<file path="src/rtl/lfsr_step_ctrl.sv">
// Shift-enable generator for a 16-bit LFSR: debounced single-step or divided free-run
// pulses, optional auto-halt on sequence wrap, plus a shift counter and sticky wrap flag.

module lfsr_step_debounce #(
  parameter int CYCLES = 4
) (
  input  logic clk,
  input  logic reset,
  input  logic din,
  output logic level
);

  localparam int CW = (CYCLES > 1) ? $clog2(CYCLES) : 1;
  localparam logic [CW-1:0] CNT_LAST = CW'(CYCLES - 1);
  localparam logic [CW-1:0] CNT_ONE  = CW'(1);

  logic [1:0]    sync_r;
  logic [CW-1:0] cnt_r;
  logic          level_r;

  // 2-flop synchroniser followed by a consecutive-disagreement counter
  always_ff @(posedge clk) begin
    if (reset) begin
      sync_r  <= 2'b00;
      cnt_r   <= '0;
      level_r <= 1'b0;
    end else begin
      sync_r <= {sync_r[0], din};
      if (sync_r[1] != level_r) begin
        if (cnt_r == CNT_LAST) begin
          level_r <= sync_r[1];
          cnt_r   <= '0;
        end else begin
          cnt_r <= cnt_r + CNT_ONE;
        end
      end else begin
        cnt_r <= '0;
      end
    end
  end

  assign level = level_r;

endmodule

module lfsr_step_ctrl #(
  parameter int DEBOUNCE_CYCLES = 1_000_000,
  parameter int RATE_DIV        = 25_000_000
) (
  input  logic        clk,
  input  logic        reset,
  input  logic        btn_step,
  input  logic        sw_run,
  input  logic        sw_stop_wrap,
  input  logic        max_tick,
  output logic        sh_en,
  output logic        running,
  output logic [15:0] step_count,
  output logic        wrapped
);

  localparam int DW = (RATE_DIV > 1) ? $clog2(RATE_DIV) : 1;
  localparam logic [DW-1:0] DIV_LAST = DW'(RATE_DIV - 1);
  localparam logic [DW-1:0] DIV_ONE  = DW'(1);

  typedef enum logic [1:0] {
    ST_IDLE = 2'd0,
    ST_RUN  = 2'd1,
    ST_HALT = 2'd2
  } state_t;

  logic btn_db_s;
  logic run_db_s;
  logic stop_db_s;

  lfsr_step_debounce #(.CYCLES(DEBOUNCE_CYCLES)) u_db_btn (
    .clk   (clk),
    .reset (reset),
    .din   (btn_step),
    .level (btn_db_s)
  );

  lfsr_step_debounce #(.CYCLES(DEBOUNCE_CYCLES)) u_db_run (
    .clk   (clk),
    .reset (reset),
    .din   (sw_run),
    .level (run_db_s)
  );

  lfsr_step_debounce #(.CYCLES(DEBOUNCE_CYCLES)) u_db_stop (
    .clk   (clk),
    .reset (reset),
    .din   (sw_stop_wrap),
    .level (stop_db_s)
  );

  state_t          state_r;
  state_t          state_next_s;
  logic [DW-1:0]   div_r;
  logic [DW-1:0]   div_next_s;
  logic            btn_db_d_r;
  logic            step_req_s;
  logic            sh_en_r;
  logic            sh_en_next_s;
  logic            running_r;
  logic [15:0]     step_count_r;
  logic            wrapped_r;

  assign step_req_s = btn_db_s & ~btn_db_d_r;

  // Next-state, divider and pulse decision; a low run switch overrides everything
  always_comb begin
    state_next_s = state_r;
    div_next_s   = div_r;
    sh_en_next_s = 1'b0;
    case (state_r)
      ST_IDLE: begin
        sh_en_next_s = step_req_s;
        if (run_db_s) begin
          state_next_s = ST_RUN;
          div_next_s   = '0;
        end else begin
          state_next_s = ST_IDLE;
        end
      end
      ST_RUN: begin
        if (!run_db_s) begin
          state_next_s = ST_IDLE;
        end else if (max_tick && stop_db_s) begin
          state_next_s = ST_HALT;
        end else begin
          sh_en_next_s = (div_r == DIV_LAST);
          if (div_r == DIV_LAST) begin
            div_next_s = '0;
          end else begin
            div_next_s = div_r + DIV_ONE;
          end
        end
      end
      ST_HALT: begin
        if (!run_db_s) begin
          state_next_s = ST_IDLE;
        end else begin
          state_next_s = ST_HALT;
        end
      end
      default: begin
        state_next_s = ST_IDLE;
        div_next_s   = '0;
        sh_en_next_s = 1'b0;
      end
    endcase
  end

  // State, divider and registered outputs
  always_ff @(posedge clk) begin
    if (reset) begin
      state_r      <= ST_IDLE;
      div_r        <= '0;
      btn_db_d_r   <= 1'b0;
      sh_en_r      <= 1'b0;
      running_r    <= 1'b0;
      step_count_r <= 16'd0;
      wrapped_r    <= 1'b0;
    end else begin
      state_r      <= state_next_s;
      div_r        <= div_next_s;
      btn_db_d_r   <= btn_db_s;
      sh_en_r      <= sh_en_next_s;
      running_r    <= (state_next_s == ST_RUN);
      step_count_r <= step_count_r + {15'd0, sh_en_r};
      wrapped_r    <= wrapped_r | max_tick;
    end
  end

  assign sh_en      = sh_en_r;
  assign running    = running_r;
  assign step_count = step_count_r;
  assign wrapped    = wrapped_r;

endmodule
</file>
<file path="config.mk">
export PLATFORM = sky130hd
export DESIGN_NAME = lfsr_step_ctrl
export DESIGN_NICKNAME = d
export VERILOG_FILES = /design/src/rtl/lfsr_step_ctrl.sv
export SDC_FILE = /design/constraint.sdc
export NUM_CORES = 1
export LEC_CHECK = 0
export CAP_MARGIN = 20
export CORE_ASPECT_RATIO = 1.25
export CORE_UTILIZATION = 35
export CTS_CLUSTER_SIZE = 30
export DETAILED_ROUTE_END_ITERATION = 7
export GPL_TIMING_DRIVEN = 0
export PLACE_DENSITY_LB_ADDON = 0.12
export SYNTH_ARGS = -nofsm -noshare
export SYNTH_HDL_FRONTEND = slang
export SYNTH_SLANG_ARGS = --single-unit
export TNS_END_PERCENT = 10
</file>
<file path="constraint.sdc">
create_clock -name clk -period 2.5 [get_ports clk]
set_input_delay 0.25 -clock clk [delete_from_list [all_inputs] [get_ports clk]]
set_output_delay 0.25 -clock clk [all_outputs]
set_load 0.05 [all_outputs]
</file>
==> flow_metrics.py, run 1 <==
metrics = {
    "drt": {
        "drc": 0,
        "vias": 4131,
        "drt_iter0_drc": 175,
        "routedWlPerCell_um": 13.75,
        "drtAntennaViolNets": 0,
        "vias_per_cell": 5.038,
        "first_pass_iters": 4,
        "wl_mm": 11.27,
    },
    "cells_and_area": {
        "drive_gt1_share_pct": 9.190,
        "fin_area_mm2": 0.006236,
        "antennaDiodeCount": 0,
        "syn_to_final_growth_pct": 20.50,
        "final_net_count": 641,
    },
    "timing": {
        "finalMaxSlewViolations": 0,
        "relSlewSlack_pct": 58.34,
        "skew_ps": 8.364,
        "rsz0062_at_grt": "false",
        "hold_viol_final": 0,
        "finalCritPeriodShare_pct": 81.21,
        "min_period_ps": 2030,
        "worst_slew_pin_slew_ps": 624.9,
        "hold_ws_ps": 392.0,
        "finalSetupViolations": 0,
        "tns_ps": 0,
        "max_freq_mhz": 492.6,
    },
    "setup_path": {
        "worstRegToRegCells": 7,
        "r2r_slack_ps": 470,
        "crit_required_ps": 2800,
        "cp-start-kind": "register",
        "crit_type": "reg2reg",
        "crit_path_end_kind": "register",
        "worstPathArrival_ps": 2330,
        "r2r_end": "u_db_stop.cnt_r[17]",
        "critPathMaxFanout": 10,
        "worstSetupStartpoint": "u_db_stop.cnt_r[0]",
        "r2r_start": "u_db_stop.cnt_r[0]",
    },
    "clocking": {
        "clock_latency_ps": 420,
        "clk_pin_slew_worst_paths_ps": 50,
        "cts_tree": "built",
        "postCtsHoldBufs": 0,
        "clockBufferDepth": 2,
        "clkSinkCount": 116,
        "cts-htree-levels": 4,
        "numCtsBuffers": 17,
        "cts_repair_resize_count": 0,
        "cts_setup_buffers": 0,
        "root_buffer": "clkbuf_16",
    },
    "die": {
        "num_rows": 49,
        "initial_utilization_pct": 35.92,
        "chipHeight_um": 138.0,
        "die-area_mm2": 0.01528,
        "ioPinCount": 25,
        "core_mm2": 0.01441,
        "die_w_um": 110.8,
    },
    "hold_path": {
        "hp-class": "in2reg",
        "hp-start": "sw_run",
        "whs_endpoint": "u_db_run.sync_r[0]",
        "worst_hold_path.num_cells": 2,
    },
    "yosys": {
        "postSynthAreaPerCell_um2": 8.831,
        "synth_area_leaders": "dfxtp_1 45%, nor2_1 7.9%, xor2_1 6.9%",
        "yosys.cell_count.top_type": "dfxtp_1",
        "syn_nets": 598,
        "synth_flop_cell": "dfxtp_1",
        "yosysTopAreaCellShare_pct": 44.87,
        "seq_area_frac_synth_pct": 44.87,
        "yosys.area.top_type": "dfxtp_1",
        "ys_warn_count": 0,
        "ys_types": 53,
        "syn_inst": 586,
        "syn_area_mm2": 0.005175,
        "async_flop_share_pct": 0,
        "ys_seq_elements": 116,
        "synth_common_cells": "116 x dfxtp_1, 109 x nor2_1, 42 x nand2_1",
        "synth_edf_count": 0,
    },
    "place": {
        "place_area_mm2": 0.005638,
        "gp_congestion": 0.7936,
        "io_buffer_count": 24,
        "hpwl_mm": 7.886,
    },
    "global_routing": {
        "grt_pass1_wl_mm": 18.95,
        "track_usage_pct": 15.74,
        "grt_overflow": 0,
        "grt_pass1_vias": 3964,
        "antenna_found_initial": 0,
        "grt_max_degree": 17,
    },
    "power": {
        "ir_drop_uv": 328.5,
        "power_mw": 4.331,
        "powerDensity_mw_per_mm2": 694.6,
        "p_leak_nw": 2.088,
    },
    "status": {
        "status": "finished, final reports clean",
    },
    "flow_run": {
        "cap_violations": 0,
    },
}
## worst max-delay path, cell delays in order, from the launching register on
cell     delay [ps]
dfxtp_1         360
ha_1            220
nand4_1         190
or2_1           300
nor4_2          410
or3_1           180
buf_4           170
nor2_1           60
## power by group
part	switching, mW	internal (mW)
Sequential	0.00333	1.86
Clock	0.825	1.59
Combinational	0.0377	0.0196
## per-layer routing
metal	up-vias	wire length [µm]	global-route usage (%)
met1	1940	5276	18.34
met4	0	239	7.778
met5	-	0	0
met2	52	5428	26.54
li1	2118	-	-
met3	21	329	4.633
## worst max-delay path by stage
stage | slack [ps] | end
floorplan | 640 | step_count[11]
global placement | 190 | step_count[13]
detailed placement | 210 | step_count[15]
CTS | 430 | u_db_stop.cnt_r[10]
global route | 310 | u_db_stop.cnt_r[10]
finish | 470 | u_db_stop.cnt_r[17]
## flip-flops by register name (all words and copies together) (netlist names), 2 cells and up
signal / count
div_r: 25
u_db_btn.cnt_r: 20
u_db_run.cnt_r: 20
u_db_stop.cnt_r: 20
step_count: 16
state_r: 2
u_db_btn.sync_r: 2
u_db_run.sync_r: 2
u_db_stop.sync_r: 2
## stage by stage
stage | setup slack, ps | util, % | cells
floorplan | 638.3 | - | 586
global placement | 192.2 | 39.13 | 788
detailed placement | 208.3 | 39.13 | 788
CTS | 434.0 | 43.28 | 820
global route | 312.4 | 43.28 | 820
finish | 469.9 | 43.28 | 820
## layout by cell type, fill, tap and decap left out, drive strengths merged, types with 19 or more instances in the layout
master,Yosys,final
nor3,19,19
nand4,26,26
nand2,42,42
xor2,41,41
dfxtp,116,116
nand3,41,41
xnor2,38,38
clkbuf,5,28
clkdlybuf4s50,0,24
nor2,109,109
## layout make-up
| class | count | area (µm²) |
|---|---|---|
| Buffer | 19 | 111.4 |
| Clock buffer | 23 | 498.0 |
| Clock inverter | 9 | 100.1 |
| Fill cell | 1426 | 8172 |
| Inverter | 12 | 45.04 |
| Multi-Input combinational cell | 439 | 2696 |
| Sequential cell | 116 | 2322 |
| Tap cell | 178 | 222.7 |
| Timing Repair Buffer | 24 | 240.2 |
## cell families after synthesis
kind of cell	count (synthesis)	share of synthesized area (%)
adder cells (fa/ha/maj)	6	1.451
XOR/XNOR	79	13.37
AND/OR/NAND/NOR	313	31.53
flip-flops	116	44.87
multiplexers	4	0.7979
AO/OA/AOI/OAI	37	4.956
buffers and inverters	31	3.022
Power figures use the tool's default switching activity.
==> inputs of run 2 (changes only) <==
==> constraint.sdc (replaced) <==
create_clock -name clk -period 2.1 [get_ports clk]
set_input_delay 0.21 -clock clk [delete_from_list [all_inputs] [get_ports clk]]
set_output_delay 0.21 -clock clk [all_outputs]
set_load 0.05 [all_outputs]
==> flow_metrics.py, run 2 (same netlist as run 1, synthesis figures left out) <==
metrics = {
    "hold_path": {
        "hp-class": "in2reg",
    },
    "global_routing": {
        "antenna_found_initial": 0,
        "grt_overflow": 0,
        "grt_pass1_wl_mm": 18.95,
        "grt_pass1_vias": 3964,
        "grt_max_degree": 17,
        "track_usage_pct": 15.74,
    },
    "clocking": {
        "clockBufferDepth": 2,
        "root_buffer": "clkbuf_16",
        "postCtsHoldBufs": 0,
        "numCtsBuffers": 17,
        "clk_pin_slew_worst_paths_ps": 50,
        "clkSinkCount": 116,
        "clock_latency_ps": 420,
        "cts_setup_buffers": 0,
        "cts_tree": "built",
        "cts-htree-levels": 4,
    },
    "setup_path": {
        "critPathMaxFanout": 10,
        "critical_path.slowest_cell": "a22oi_2",
        "crit_type": "reg2reg",
        "crit_path_end_kind": "register",
        "max_stage_delay_ps": 440,
        "crit_required_ps": 2440,
        "critical-path-top-delay-family": "compound AO/OA/AOI/OAI gates",
        "critPathMostFrequentCell": "buf_2",
        "critPathBufInv": 2,
        "path_cells": "buf_2, nand3_1, a22oi_2, buf_2, nand2_1, a31oi_1",
        "cp-start-kind": "register",
        "worstPathArrival_ps": 2290,
    },
    "timing": {
        "rsz0062_at_grt": "false",
        "finalMaxSlewViolations": 0,
        "finalSetupViolations": 0,
        "tns_ps": 0,
        "hold_viol_final": 0,
        "skew_ps": 8.315,
        "min_period_ps": 1950,
        "relSlewSlack_pct": 58.09,
        "worst_slew_pin_slew_ps": 628.6,
        "setup_ws_ps": 150.0,
        "max_freq_mhz": 512.8,
        "finalCritPeriodShare_pct": 92.86,
    },
    "die": {
        "num_rows": 49,
        "ioPinCount": 25,
        "die-area_mm2": 0.01528,
        "core_mm2": 0.01441,
        "initial_utilization_pct": 35.92,
        "die_w_um": 110.8,
        "chipHeight_um": 138.0,
    },
    "power": {
        "power_mw": 5.156,
        "p_leak_nw": 2.105,
        "ir_drop_uv": 390.8,
        "powerDensity_mw_per_mm2": 825.6,
    },
    "cells_and_area": {
        "num-fill-cells": 1424,
        "multi_input_area_mm2": 0.002705,
        "drive_gt1_share_pct": 9.190,
        "regMostFlops": "div_r",
        "largest_register_ffs": 25,
        "final_net_count": 641,
        "layout.area.seq_mm2": 0.002322,
        "syn_to_final_growth_pct": 20.67,
        "fin_util_pct": 43.34,
        "final_cell_mix": "116 x dfxtp_1, 109 x nor2_1, 42 x nand2_1, 41 x xor2_1, 40 x nand3_1",
        "layout_commonest_cell": "dfxtp_1",
        "antennaDiodeCount": 0,
    },
    "drt": {
        "first_pass_iters": 4,
        "wl_mm": 11.27,
        "drc": 0,
        "drtAntennaViolNets": 0,
        "drt_iter0_drc": 173,
        "vias_per_cell": 5.072,
        "routedWlPerCell_um": 13.74,
        "vias": 4159,
    },
    "place": {
        "gp_congestion": 0.7936,
        "io_buffer_count": 24,
        "dpl_worst_slack_ps": -151.7,
        "hpwl_mm": 7.886,
    },
    "status": {
        "status": "finished, final reports clean",
    },
    "flow_run": {
        "cap_violations": 0,
    },
}
-- run 2: changes by cell type in the layout (fill, tap and decap cells not counted) --
cell and delta:
nor4_4 +1, nor4_2 -1
-- run 2: report_power, final --
part           switching, mW  internal (mW)  total (mW)
combinational         0.0449         0.0233      0.0683
sequential           0.00397           2.21        2.22
clock                  0.982           1.89        2.87
total                   1.03           4.12        5.16
-- run 2: path summary, 6_finish.rpt --
path	slack, ps	startpoint	depth (start not counted)	to
max	150	state_r[0]	6	div_r[22]
min	350	sw_run	2	u_db_run.sync_r[0]
max reg2reg	150	state_r[0]	6	div_r[22]
min reg2reg	430	u_db_run.sync_r[0]	1	u_db_run.sync_r[1]
-- run 2: cell type report --
cell class / instances / share of cell area, %
Clock buffer: 23 / 7.974
Multi-Input combinational cell: 439 / 43.32
Buffer: 19 / 1.783
Tap cell: 178 / 3.566
Clock inverter: 9 / 1.603
Inverter: 12 / 0.7213
Sequential cell: 116 / 37.19
Timing Repair Buffer: 24 / 3.847
-- run 2: worst reg2reg max path: stages (launching register included) --
cell	delay, ps
dfxtp_1	300
buf_2	190
nand3_1	180
a22oi_2	440
buf_2	330
nand2_1	230
a31oi_1	210
-- run 2: metal layers --
| layer | vias up | GRT usage (%) | wire [µm] |
|---|---|---|---|
| met5 | - | 0 | 0 |
| met4 | 0 | 7.778 | 255 |
| met3 | 23 | 4.633 | 349 |
| met2 | 65 | 26.54 | 5412 |
| met1 | 1953 | 18.34 | 5249 |
| li1 | 2118 | - | - |
-- run 2: what timing repair did --
item,CTS,global route
endpoints found under the hold margin,0,0
resized for setup,0,1
setup endpoints to repair,0,20
-- run 2: stage by stage --
step | hold slack, ps | cells | instance area, µm²
4_1_cts | 334.3 | 820 | 6236
2_1_floorplan | 330.7 | 586 | 5175
6_report | 352.2 | 820 | 6245
3_3_place_gp | 421.5 | 788 | 5638
3_5_place_dp | 424.2 | 788 | 5638
5_1_grt | 338.3 | 820 | 6245
==> RTL edit 1 (flow settings as in run 2) <==
The 3 states of `state_t` get a one-hot encoding in 3 bits.
--- a/src/rtl/lfsr_step_ctrl.sv
+++ b/src/rtl/lfsr_step_ctrl.sv
@@ -63,10 +63,10 @@
   localparam logic [DW-1:0] DIV_LAST = DW'(RATE_DIV - 1);
   localparam logic [DW-1:0] DIV_ONE  = DW'(1);
 
-  typedef enum logic [1:0] {
-    ST_IDLE = 2'd0,
-    ST_RUN  = 2'd1,
-    ST_HALT = 2'd2
+  typedef enum logic [2:0] {
+    ST_IDLE = 3'b001,
+    ST_RUN  = 3'b010,
+    ST_HALT = 3'b100
   } state_t;
 
   logic btn_db_s;
Function: no difference found for any inputs over 10 cycles, from zero or initial values and one cycle with reset high; not proved beyond that.
==> RTL edit 1 against run 2 <==
- count of clock-buffer cells in the layout unchanged
- setup slack got worse by 0.091 ns
- first-iteration DRC count decreased by 1.2%
- final cell count increased by 1.7%
- sequential cell count increased by 1
- area after synthesis about the same
- clock skew decreased by 0.00097 ns
- routed wire length decreased by 3.1%
- power decreased by 3.6%
- clock power decreased by 7.0%
- design area increased by 0.50%
- largest power group unchanged
==> RTL edit 1: results (changes against run 2) <==
| Metric | Value |
|---|---|
| WL per Instance | 13.1 um (-4.7%) |
| Post-DP HPWL | 7.64 mm (-3.2%) |
| Outcome | completed |
| First-pass GRT wire length | 18.3 mm (-3.2%) |
| Root Buffer | clkbuf_16 |
| Yosys cell types | 48 (-9.4%) |
| CP max stage delay | 0.51 ns (+0.07 ns) |
| Initial antenna violation count | 0 (unchanged) |
| Asr flop ratio synth | 0 (unchanged) |
| TritonCTS Buffers | 17 (unchanged) |
| Setup WS pre-CTS | -0.451 ns (-0.299 ns) |
| Sequential area share after synthesis | 0.453 (+0.00409) |
| CP Launch Point | div_r[6]$_SDFFE_PP0P_ |
| Slowest CP cell | or4_4 |
| Mux cell area share after synthesis | 0.00581 (-0.00217) |
| Syn Nets | 611 (+2.2%) |
| Routability cong. | 0.752 (-5.3%) |
| TritonRoute pass-1 iters | 6 (+2) |
| DR vias | 4226 (+1.6%) |
| Post-synth top cells | dfxtp_1, nor2_1, xnor2_1 |
| Worst hold start | sw_stop_wrap |
| Leakage dissipation | 2.03 nW (-3.4%) |
| Final setup skew | 0.00735 ns (-0.000969 ns) |
| Most used DFF post-synth | dfxtp_1 |
| Largest cells by area after synthesis | dfxtp_1, nor2_1, xnor2_1, xor2_1, nand3_1 |
| ANT cells | 0 (unchanged) |
| Largest Register | div_r |
| Initial DRC count | 171 (-1.2%) |
| Final #Nets | 655 (+2.2%) |
| XOR/XNOR Fraction of Synth Area | 0.137 (+0.00345) |
| CTS clk-pin slew, worst paths | 0.05 ns (about the same) |
| Clock buffer depth | 2 (unchanged) |
| Global-route usage over all layers | 0.152 (-0.00580) |
| # fillers | 1450 (+1.8%) |
| Arrival time worst endpoint | 2.40 ns (+0.11 ns) |
| Pin count of the biggest net entering global routing | 17 (unchanged) |
| Share of post-route cells with drive strength above 1 | 0.104 (+0.0118) |
| Number of global-route vias before repair | 3950 (-0.35%) |
| Compound-cell area share of the yosys netlist | 0.0510 (+0.00148) |
| Worst rel slew slack | 0.578 (-0.00333) |
| Depth of the CTS H-tree | 4 (unchanged) |
| Yosys warnings | 0 (unchanged) |
| Post-Synth Adder-Cell Area | 0.0145 (about the same) |
| PortBufs | 24 (unchanged) |
| Worst vdd ir | 0.499 mV (+28%) |
RTL edit 1: changes by cell type in the layout (fill, tap and decap cells not counted), moves of 7 or more:
cell     change
a21oi_1     +12
dfxtp_2      +7
xnor2_1      +7
a31oi_1     -11
and3_1       -7
nor4_1       +7
RTL edit 1: cell type report:
| cell class | instances | area, um^2 | share of cell area |
|---|---|---|---|
| multi-input combinational | 447 | 2740 | 0.437 |
| sequential | 117 | 2350 | 0.375 |
| clock buffer | 23 | 468 | 0.0746 |
| tap | 178 | 223 | 0.0355 |
| clock inverter | 9 | 78.8 | 0.0126 |
| inverter | 14 | 52.6 | 0.00837 |
| timing repair buffer | 25 | 248 | 0.0395 |
| buffer | 21 | 115 | 0.0183 |
RTL edit 1: cell families after synthesis:
group | after synthesis
buffers and inverters | 35
adders and majority gates | 6
xor gates and xnor gates | 81
DFF | 117
and+or+nand+nor | 315
muxes | 3
AOI/OAI and AO/OA | 42
RTL edit 1: metal layers:
| metal | vias up | track usage | routed length [um] |
|---|---|---|---|
| met4 | 0 | 0.0889 | 265 |
| li1 | 2158 | - | - |
| met3 | 25 | 0.0420 | 286 |
| met5 | - | 0 | 0 |
| met1 | 2000 | 0.176 | 5120 |
| met2 | 43 | 0.253 | 5250 |
RTL edit 1: worst paths after layout:
check / to / slack, ns / cells after the start
worst min register to register: u_db_run.cnt_r[0]$_SDFF_PP0_ / 0.44 / 1
worst min-delay path: u_db_stop.sync_r[0]$_SDFF_PP0_ / 0.34 / 2
worst max-delay path: div_r[17]$_SDFFE_PP0P_ / 0.06 / 6
worst max register to register: div_r[17]$_SDFFE_PP0P_ / 0.06 / 6
RTL edit 1: what timing repair did:
action	in CTS	in global routing
gates resized for setup	10	21
buffers inserted	1	0
gates cloned	0	0
pin swaps	2	1
endpoints found under the setup margin	46	62
RTL edit 1: report_power, final:
part / internal [mW] / leakage (nW) / switching [mW] / total [mW]
clock: 1.67 / 0.267 / 0.997 / 2.67
sequential: 2.23 / 0.947 / 0.00398 / 2.23
combinational: 0.0231 / 0.818 / 0.0418 / 0.0649
total: 3.93 / 2.03 / 1.04 / 4.97
RTL edit 1: critical path: cells and delay by family, from the launching register on:
kind / cells / cell delay, ns
DFF: 1 / 0.41
buffers and inverters: 1 / 0.15
AOI/OAI and AO/OA: 1 / 0.14
and+or+nand+nor: 4 / 1.28
RTL edit 1: per-stage QoR:
step | area (um^2) | setup TNS, ns | hold slack, ns | util | instances
after floorplan | 5170 | 0 | 0.331 | - | 599
after detailed placement | 5640 | -15.07 | 0.428 | 0.391 | 801
after CTS | 6230 | -0.00861 | 0.331 | 0.432 | 834
after global routing | 6280 | -0.115 | 0.344 | 0.436 | 834
final | 6280 | 0 | 0.344 | 0.436 | 834
after global placement | 5640 | -13.48 | 0.422 | 0.391 | 801
==> RTL edit 2 (config.mk and constraints of run 2) <==
Made on the original files. `DEBOUNCE_CYCLES`: 1_000_000 -> 2_000_000.
--- a/src/rtl/lfsr_step_ctrl.sv
+++ b/src/rtl/lfsr_step_ctrl.sv
@@ -44,7 +44,7 @@
 endmodule
 
 module lfsr_step_ctrl #(
-  parameter int DEBOUNCE_CYCLES = 1_000_000,
+  parameter int DEBOUNCE_CYCLES = 2_000_000,
   parameter int RATE_DIV        = 25_000_000
 ) (
   input  logic        clk,
Check against the original RTL: same outputs for any inputs over 10 cycles, from zero or initial values and one cycle with reset high; that may be too few to reach the edited logic, so the function may still have changed.
==> RTL edit 2 against run 2 <==
- design area increased by 5.2%
- sequential share of layout area decreased by 0.89 points
- via count increased by 6.3%
- global-route usage increased by 0.33 points
- area after synthesis increased by 4.1%
- sequential cell count increased by 3
- routed wire length increased by 4.7%
- first-iteration DRC count increased by 39%
- critical path depth unchanged
- core utilization increased by 0.40 points
- power increased by 7.3%
- synthesized cell count increased by 6.5%
- setup slack got worse by 0.11 ns
==> RTL edit 2: results (changes against run 2) <==
| Metric | Value |
|---|---|
| Clock share of power | 0.577 (+0.020) |
| Tot Pwr | 5.53 mW (+7.3%) |
| Reg2Reg Launch Point | div_r[7]$_SDFFE_PP0P_ |
| Leakage dissipation | 2.17 nW (+3.3%) |
| Final setup skew | 0.0175 ns (+0.00919 ns) |
| Clock buffer depth | 2 (unchanged) |
| Family with the most delay on the worst path | simple AND/OR/NAND/NOR gates |
| Routability cong. | 0.847 (+6.8%) |
| PortBufs | 24 (unchanged) |
| Asr flop ratio synth | 0 (unchanged) |
| Share of post-route cells with drive strength above 1 | 0.0866 (-0.00526) |
| Syn Nets | 636 (+6.4%) |
| Met2 Use GR | 0.277 (+0.0118) |
| Number of global-route vias before repair | 4354 (+9.8%) |
| Largest cells by area after synthesis | dfxtp_1, nor2_1, xor2_1, xnor2_1, nand3_1 |
| Worst Hold End | u_db_run.sync_r[0]$_SDFF_PP0_ |
| R2R Setup Slk | 0.04 ns (-0.11 ns) |
| Final #Nets | 680 (+6.1%) |
| Sequential area share after synthesis | 0.442 (-0.00647) |
| Sw Pwr | 1.08 mW (+4.9%) |
| Critical R2R Capture | div_r[23]$_SDFFE_PP0P_ |
| Worst rel slew slack | 0.550 (-0.0305) |
| Setup WS pre-CTS | -0.130 ns (+0.0216 ns) |
| GR Util met1 | 0.184 (+0.000468) |
| WL per Instance | 13.7 um (-0.50%) |
| Hold slack | 0.375 ns (+0.0227 ns) |
| CP max stage delay | 0.55 ns (+0.11 ns) |
| Skew-Pair Late Insertion Delay | 0.42 ns (about the same) |
| Placed Area | 0.00585 mm^2 (+3.8%) |
| Worst-path fanout max | 9 (-1) |
| Post-synth top cells | dfxtp_1, nor2_1, nand3_1 |
| Slowest CP cell | or4_1 |
| Global-route usage over all layers | 0.161 (+0.00335) |
| Root Buffer | clkbuf_16 |
| Max reg flops | 25 (unchanged) |
| First-pass GRT wire length | 20.2 mm (+6.7%) |
| Fin cells | 863 (+5.2%) |
| Post-DP HPWL | 8.27 mm (+4.9%) |
| Initial DRC count | 240 (+39%) |
| Pin count of the biggest net entering global routing | 17 (unchanged) |
| Worst vdd ir | 0.520 mV (+33%) |
| Syn Inst Count | 624 (+6.5%) |
| Outcome | completed |
| Drt via density | 5.12 (+1.0%) |
| Seq. pwr | 2.27 mW (+2%) |
| Met3 Usage GRT | 0.0426 (-0.00377) |
| Placed Cells | 830 (+5.3%) |
| Depth of the CTS H-tree | 4 (unchanged) |
| Arrival time worst endpoint | 2.36 ns (+0.07 ns) |
| Yosys cell types | 50 (-5.7%) |
==> RTL edit 2: final cells by class <==
| class | instances | area, um^2 |
|---|---|---|
| inverters | 17 | 63.8 |
| well taps | 182 | 228 |
| clock buffers | 19 | 453 |
| multi-input cells | 464 | 2880 |
| clock inverters | 13 | 200 |
| flip-flops and latches | 119 | 2380 |
| repair buffers | 26 | 255 |
| plain buffers | 23 | 109 |
| fillers | 1516 | 8450 |
==> RTL edit 2: logic make-up after synthesis <==
kind of cell / Yosys count / share of synthesized area
compound gates: 52 / 0.0660
xor+xnor: 75 / 0.122
fa+ha+maj: 6 / 0.0139
buf+inv: 41 / 0.0311
flops: 119 / 0.442
mux: 4 / 0.00743
simple gates: 327 / 0.317
==> RTL edit 2: what timing repair did <==
item,4_1_cts,5_1_grt
setup buffers,0,2
setup endpoints to repair,48,71
resized for setup,7,10
pin swaps,1,2
hold endpoints to repair,0,0
hold buffers,0,0
gates cloned,0,0
==> RTL edit 2: how the worst max path moves through the flow <==
stage	cells past startpoint	startpoint	end	slack [ns]
finish	6	div_r[7]$_SDFFE_PP0P_	div_r[23]$_SDFFE_PP0P_	0.04
global route	6	div_r[7]$_SDFFE_PP0P_	div_r[23]$_SDFFE_PP0P_	-0.10
CTS	7	state_r[1]$_SDFF_PP0_	div_r[10]$_SDFFE_PP0P_	0.03
detailed placement	6	max_tick	div_r[6]$_SDFFE_PP0P_	-0.13
global placement	6	max_tick	div_r[2]$_SDFFE_PP0P_	-0.15
floorplan	5	div_r[8]$_SDFFE_PP0P_	div_r[10]$_SDFFE_PP0P_	0.17
==> RTL edit 2: metal layers <==
metal,share of wire,vias to the layer above
met1,0.46,2087
met5,0,-
li1,-,2270
met3,0.031,9
met2,0.49,55
met4,0.010,0
